## config.mk

```make
export PLATFORM = sky130hd
export DESIGN_NAME = heichips25_project_mux
export DESIGN_NICKNAME = d
export VERILOG_FILES = /design/src/rtl/heichips25_project_mux.sv
export SDC_FILE = /design/constraint.sdc
export NUM_CORES = 1
export LEC_CHECK = 0
export ABC_AREA = 1
export BUFFER_PORTS_ARGS = -buffer_cell sky130_fd_sc_hd__buf_2
export CORE_UTILIZATION = 30
export CTS_CLUSTER_DIAMETER = 30
export DETAILED_ROUTE_END_ITERATION = 10
export GPL_TIMING_DRIVEN = 0
export PLACE_DENSITY = 0.77
export SLEW_MARGIN = 30
export SYNTH_ARGS = -nofsm -noshare
export SYNTH_HDL_FRONTEND = slang
export SYNTH_SLANG_ARGS = --single-unit
```

## constraint.sdc

```tcl
create_clock -name clk -period 3.6 [get_ports clk]
set_input_delay 0.54 -clock clk [delete_from_list [all_inputs] [get_ports clk]]
set_output_delay 0.54 -clock clk [all_outputs]
set_load 0.02 [all_outputs]
```

## src/rtl/heichips25_project_mux.sv

```systemverilog
// ============================================================================
// Module  : heichips25_project_mux
// Brief   : Run-time selectable N-slot tiny-project pin mux with drain/reset sequencing.
// Revision: 1.0
// ============================================================================
`default_nettype none

module heichips25_project_mux #(
  parameter int N_PROJ       = 4,
  parameter int SEL_W        = (N_PROJ > 2) ? $clog2(N_PROJ) : 1,
  parameter int DEFAULT_PROJ = 0,
  parameter int DRAIN_CYCLES = 2,
  parameter int RST_CYCLES   = 4
) (
  input  logic                  clk,
  input  logic                  rst,
  input  logic                  ena,
  input  logic                  sel_valid,
  input  logic [SEL_W-1:0]      sel_id,
  output logic                  sel_ready,
  output logic                  sel_err,
  output logic [SEL_W-1:0]      active_id,
  output logic                  busy,
  output logic [N_PROJ-1:0]     proj_ena,
  output logic [N_PROJ-1:0]     proj_rst_n,
  input  logic [8*N_PROJ-1:0]   proj_uo_out,
  input  logic [8*N_PROJ-1:0]   proj_uio_out,
  input  logic [8*N_PROJ-1:0]   proj_uio_oe,
  output logic [7:0]            uo_out,
  output logic [7:0]            uio_out,
  output logic [7:0]            uio_oe
);

  localparam int C_MAX_CNT = (DRAIN_CYCLES > RST_CYCLES) ? DRAIN_CYCLES : RST_CYCLES;
  localparam int CNT_W     = (C_MAX_CNT > 1) ? $clog2(C_MAX_CNT + 1) : 1;

  localparam logic [CNT_W-1:0] C_DRAIN_LAST = CNT_W'(DRAIN_CYCLES - 1);
  localparam logic [CNT_W-1:0] C_RST_LAST   = CNT_W'(RST_CYCLES - 1);
  localparam logic [SEL_W:0]   C_N_LIMIT    = (SEL_W + 1)'(N_PROJ);
  localparam logic [SEL_W-1:0] C_DEFAULT_ID = SEL_W'(DEFAULT_PROJ);

  typedef enum logic [1:0] {
    RUN      = 2'd0,
    DRAIN    = 2'd1,
    HOLD_RST = 2'd2
  } state_e;

  state_e            state_q, state_d;
  logic [CNT_W-1:0]  cnt_q, cnt_d;
  logic [SEL_W-1:0]  active_q, active_d;
  logic [SEL_W-1:0]  next_q, next_d;
  logic              err_q, err_d;

  logic              w_run;
  logic              w_pins_on;
  logic [N_PROJ-1:0] w_onehot;

  always_ff @(posedge clk or posedge rst) begin
    if (rst) begin
      state_q  <= HOLD_RST;
      cnt_q    <= '0;
      active_q <= C_DEFAULT_ID;
      next_q   <= C_DEFAULT_ID;
      err_q    <= 1'b0;
    end else begin
      state_q  <= state_d;
      cnt_q    <= cnt_d;
      active_q <= active_d;
      next_q   <= next_d;
      err_q    <= err_d;
    end
  end

  always_comb begin
    state_d  = state_q;
    cnt_d    = cnt_q;
    active_d = active_q;
    next_d   = next_q;
    err_d    = err_q;
    case (state_q)
      RUN: begin
        if (sel_valid) begin
          if ({1'b0, sel_id} < C_N_LIMIT) begin
            next_d  = sel_id;
            state_d = DRAIN;
            cnt_d   = '0;
          end else begin
            err_d = 1'b1;
          end
        end
      end
      DRAIN: begin
        // Old slot keeps the pins (forced safe) until the hand-over to HOLD_RST.
        if (cnt_q == C_DRAIN_LAST) begin
          active_d = next_q;
          state_d  = HOLD_RST;
          cnt_d    = '0;
        end else begin
          cnt_d = cnt_q + 1'b1;
        end
      end
      HOLD_RST: begin
        if (cnt_q == C_RST_LAST) begin
          state_d = RUN;
          cnt_d   = '0;
        end else begin
          cnt_d = cnt_q + 1'b1;
        end
      end
      default: begin
        state_d = HOLD_RST;
        cnt_d   = '0;
      end
    endcase
  end

  assign w_run     = (state_q == RUN);
  assign w_pins_on = w_run & ena;
  assign w_onehot  = N_PROJ'(1) << active_q;

  assign sel_ready  = w_run;
  assign busy       = ~w_run;
  assign sel_err    = err_q;
  assign active_id  = active_q;
  assign proj_ena   = w_pins_on ? w_onehot : '0;
  assign proj_rst_n = (w_run || state_q == DRAIN) ? w_onehot : '0;

  // Explicit compare loop keeps the mux X-free for any active_q encoding.
  always_comb begin
    uo_out  = 8'h00;
    uio_out = 8'h00;
    uio_oe  = 8'h00;
    for (int k = 0; k < N_PROJ; k++) begin
      if (w_pins_on && active_q == SEL_W'(k)) begin
        uo_out  = proj_uo_out[8*k +: 8];
        uio_out = proj_uio_out[8*k +: 8];
        uio_oe  = proj_uio_oe[8*k +: 8];
      end
    end
  end

endmodule

`default_nettype wire

```

==> impl_results.md <==
- Largest stage delay, worst path: 0.39 ns
- CTS tree: built
- Commonest non-fill, non-tap cell in the layout: buf_2
- Total Routed Length: 5.59 mm
- Crit path capture: uio_oe[0]
- Crit path launch type: flip-flop
- Initial antenna violation count: 0
- GRT busiest layer: met2
- Post-DR wirelength/cell: 13.6 µm
- Tcrit/Tclk final: 71.8%
- Crit Path Category: flip-flop to output pin
- Met3 Use GR: 2.14%
- Largest net degree at the start of global routing: 11
- Layout Nets: 473
- Critical Path Slowest Stage Cell: dfrtp_1
- Most frequent cells in the layout: 150 x buf_2, 74 x nand3_1, 47 x nand2_1
- Setup_tns: 0 ns
- Met2 Track Usage GR: 36.0%
- Num CTS Buffers: 3
- Post-route ant nets: 0
- Core outline area: 4140 µm²
- Cell mode on critical path: buf_2
- Hold_buf cts: 0
- Fin crit period: 2.58 ns
- Cell Area, Synth: 1340 µm²
- Overflow after GRT: 0
- Peak supply drop: 0.463 mV
- Flops & latches, synth: 9
- Post-CTS sizing: 0
- Final RePlAce weighted congestion: 0.752
- Area growth syn-to-layout: 59.3%
- Largest delay share family, worst path: buffers and inverters
- Outcome: complete, no violations
- Worst Setup End Kind: output pin
- CP max FO: 10
- Levels on crit path: 8
- Vias in the first global route: 1588
- Gr usage total: 20.5%
- Critical Path Start: state_q[0]$_DFFE_PP0P_
- Initial Utilization: 32.3%
- Yosys warns: 0
- Internal reg-to-reg setup slack: 2.07 ns
- Core Rows: 23
- Buffers on Ports: 137
- CTS Root Buffer Type: clkbuf_8
- Pre-Repair DR Iteration Count: 4
- Fill cells: 450
- Data arrival time of the worst path: 2.04 ns
- Core Util, Final: 51.4%
- CTS Buffer Depth: 2
- Detailed placement HPWL: 4.50 mm
- Peak Freq: 387 MHz
- HP Class: input port to asynchronous set/reset pin
- FF-to-FF Start: state_q[1]$_DFFE_PP1P_
- First-pass GRT wire length: 7.33 mm
- Final slew viol count: 0
- Share of layout cells above drive strength 1: 46.4%
- Synthesized instance count: 221
- R2R depth: 7
- Syn Area/Cell: 6.06 µm²
- Ports: 139
- Final hold violations: 0
- Critical path required time: 3.06 ns
- RSZ-0062 raised after global routing: no
- Die Span Y: 68.8 µm
- Seq/Total Area, Yosys: 16.9%
- Die area: 4730 µm²
- Via count: 2092
- Starting DRT DRC Count: 106
- Met1 usage in global routing: 27.3%
- H-tree Lvls: 1
- N_diodes: 0
- Syn Nets: 331
- Clock slew at reported path FFs: 0.05 ns
- Via-per-instance ratio: 5.08
- Leak: 1.24 nW
- Final setup fails: 0
- FF-to-FF End: cnt_q[1]$_DFFE_PP0P_
- Power Density: 613 nW/µm²
- Die X: 68.8 µm
- Worst-Skew Late Latency: 0.24 ns
- Skew final: 0.00428 ns
- Buf/Inv on CP: 4
- Post-CTS Setup Inserts: 0
- Max-cap violations: 0
- Yosys cell types: 21
- Clk sinks: 9
- DRC: 0
- Critical path, cell by cell: inv_1 > ha_1 > nand2_4 > clkinv_2 > buf_2 > nand3_1 > nand4_1 > buf_2
==> layout make-up <==
cell class | instances | area (µm²) | area share (%)
multi-input combinational | 179 | 952 | 44.7
inverter | 15 | 57.6 | 2.70
timing repair buffer | 137 | 686 | 32.2
tap | 50 | 62.6 | 2.93
sequential | 9 | 226 | 10.6
clock buffer | 4 | 45.0 | 2.11
buffer | 18 | 103 | 4.81
==> layer usage <==
metal / part of all wire [%] / wire length (µm)
met5: 0 / 0
met4: 0.54 / 30
met3: 8.6 / 483
met2: 48 / 2680
met1: 43 / 2400
==> registers in the layout (all words and copies together) (netlist names) <==
name and cells:
cnt_q 3, active_id 2, state_q 2, next_q 2
==> kinds of logic (layout without fill, tap and decap cells) <==
| family | count (synthesis) | after routing | share of synthesized area [%] |
|---|---|---|---|
| other cells | 1 | 1 | 0.280 |
| mux | 1 | 1 | 0.841 |
| fa+ha+maj | 8 | 8 | 7.48 |
| compound gates | 4 | 4 | 1.50 |
| simple gates | 165 | 165 | 61.0 |
| buf+inv | 33 | 174 | 12.0 |
| flops | 9 | 9 | 16.9 |
==> where the power goes <==
group | internal, mW | total (mW) | leakage [nW] | switching (mW)
registers | 0.148 | 0.175 | 0.111 | 0.0274
clock network | 0.0775 | 0.121 | 0.0228 | 0.0436
logic | 0.324 | 1.01 | 1.11 | 0.686
==> Yosys cell counts <==
cell type  count  area share (%)
a21oi_1        2            0.75
buf_2         13             4.9
buf_4          5             2.8
clkinv_2       1            0.37
conb_1         1            0.28
dfrtp_1        8              15
dfstp_2        1             2.0
ha_1           8             7.5
inv_1         12             3.4
inv_2          2            0.56
mux2_2         1            0.84
nand2_1       47              13
nand2_4        1            0.84
nand3_1       74              28
nand3b_1       1            0.56
nand4_1       25              12
nor2_1         7             2.0
nor2_2         3             1.4
nor2_8         1             1.5
nor3_1         6             2.2
o21ai_0        2            0.75
==> metrics by stage <==
step | area (µm²) | hold WS (ns) | instances | setup WS (ns) | power (mW)
after floorplan | 1340 | 0.367 | 221 | 1.41 | 0.854
after global routing | 2130 | 0.316 | 412 | 0.892 | 1.42
after global placement | 2090 | 0.467 | 408 | 1.32 | 1.16
final | 2130 | 0.254 | 412 | 1.02 | 1.31
after CTS | 2130 | 0.271 | 412 | 1.02 | 1.31
after detailed placement | 2090 | 0.475 | 408 | 1.29 | 1.18
==> how the worst min path moves through the flow <==
stage | from | slack (ns) | endpoint | depth (start not counted)
detailed placement | state_q[1]$_DFFE_PP1P_ | 0.47 | state_q[1]$_DFFE_PP1P_ | 2
floorplan | rst | 0.37 | active_id[0]$_DFFE_PP0P_ | 1
global route | rst | 0.32 | cnt_q[2]$_DFFE_PP0P_ | 2
finish | rst | 0.25 | cnt_q[2]$_DFFE_PP0P_ | 2
CTS | rst | 0.27 | cnt_q[2]$_DFFE_PP0P_ | 2
global placement | state_q[1]$_DFFE_PP1P_ | 0.47 | state_q[1]$_DFFE_PP1P_ | 2
==> worst reg2reg max path, cell delays in order (launching register included) <==
cell     delay, ns
dfstp_2       0.53
inv_1         0.07
ha_1          0.29
nand2_1       0.19
nand2_1       0.12
nor2_1        0.10
nand2_1       0.05
o21ai_0       0.08
No activity file was read; power rests on OpenSTA's default activity.
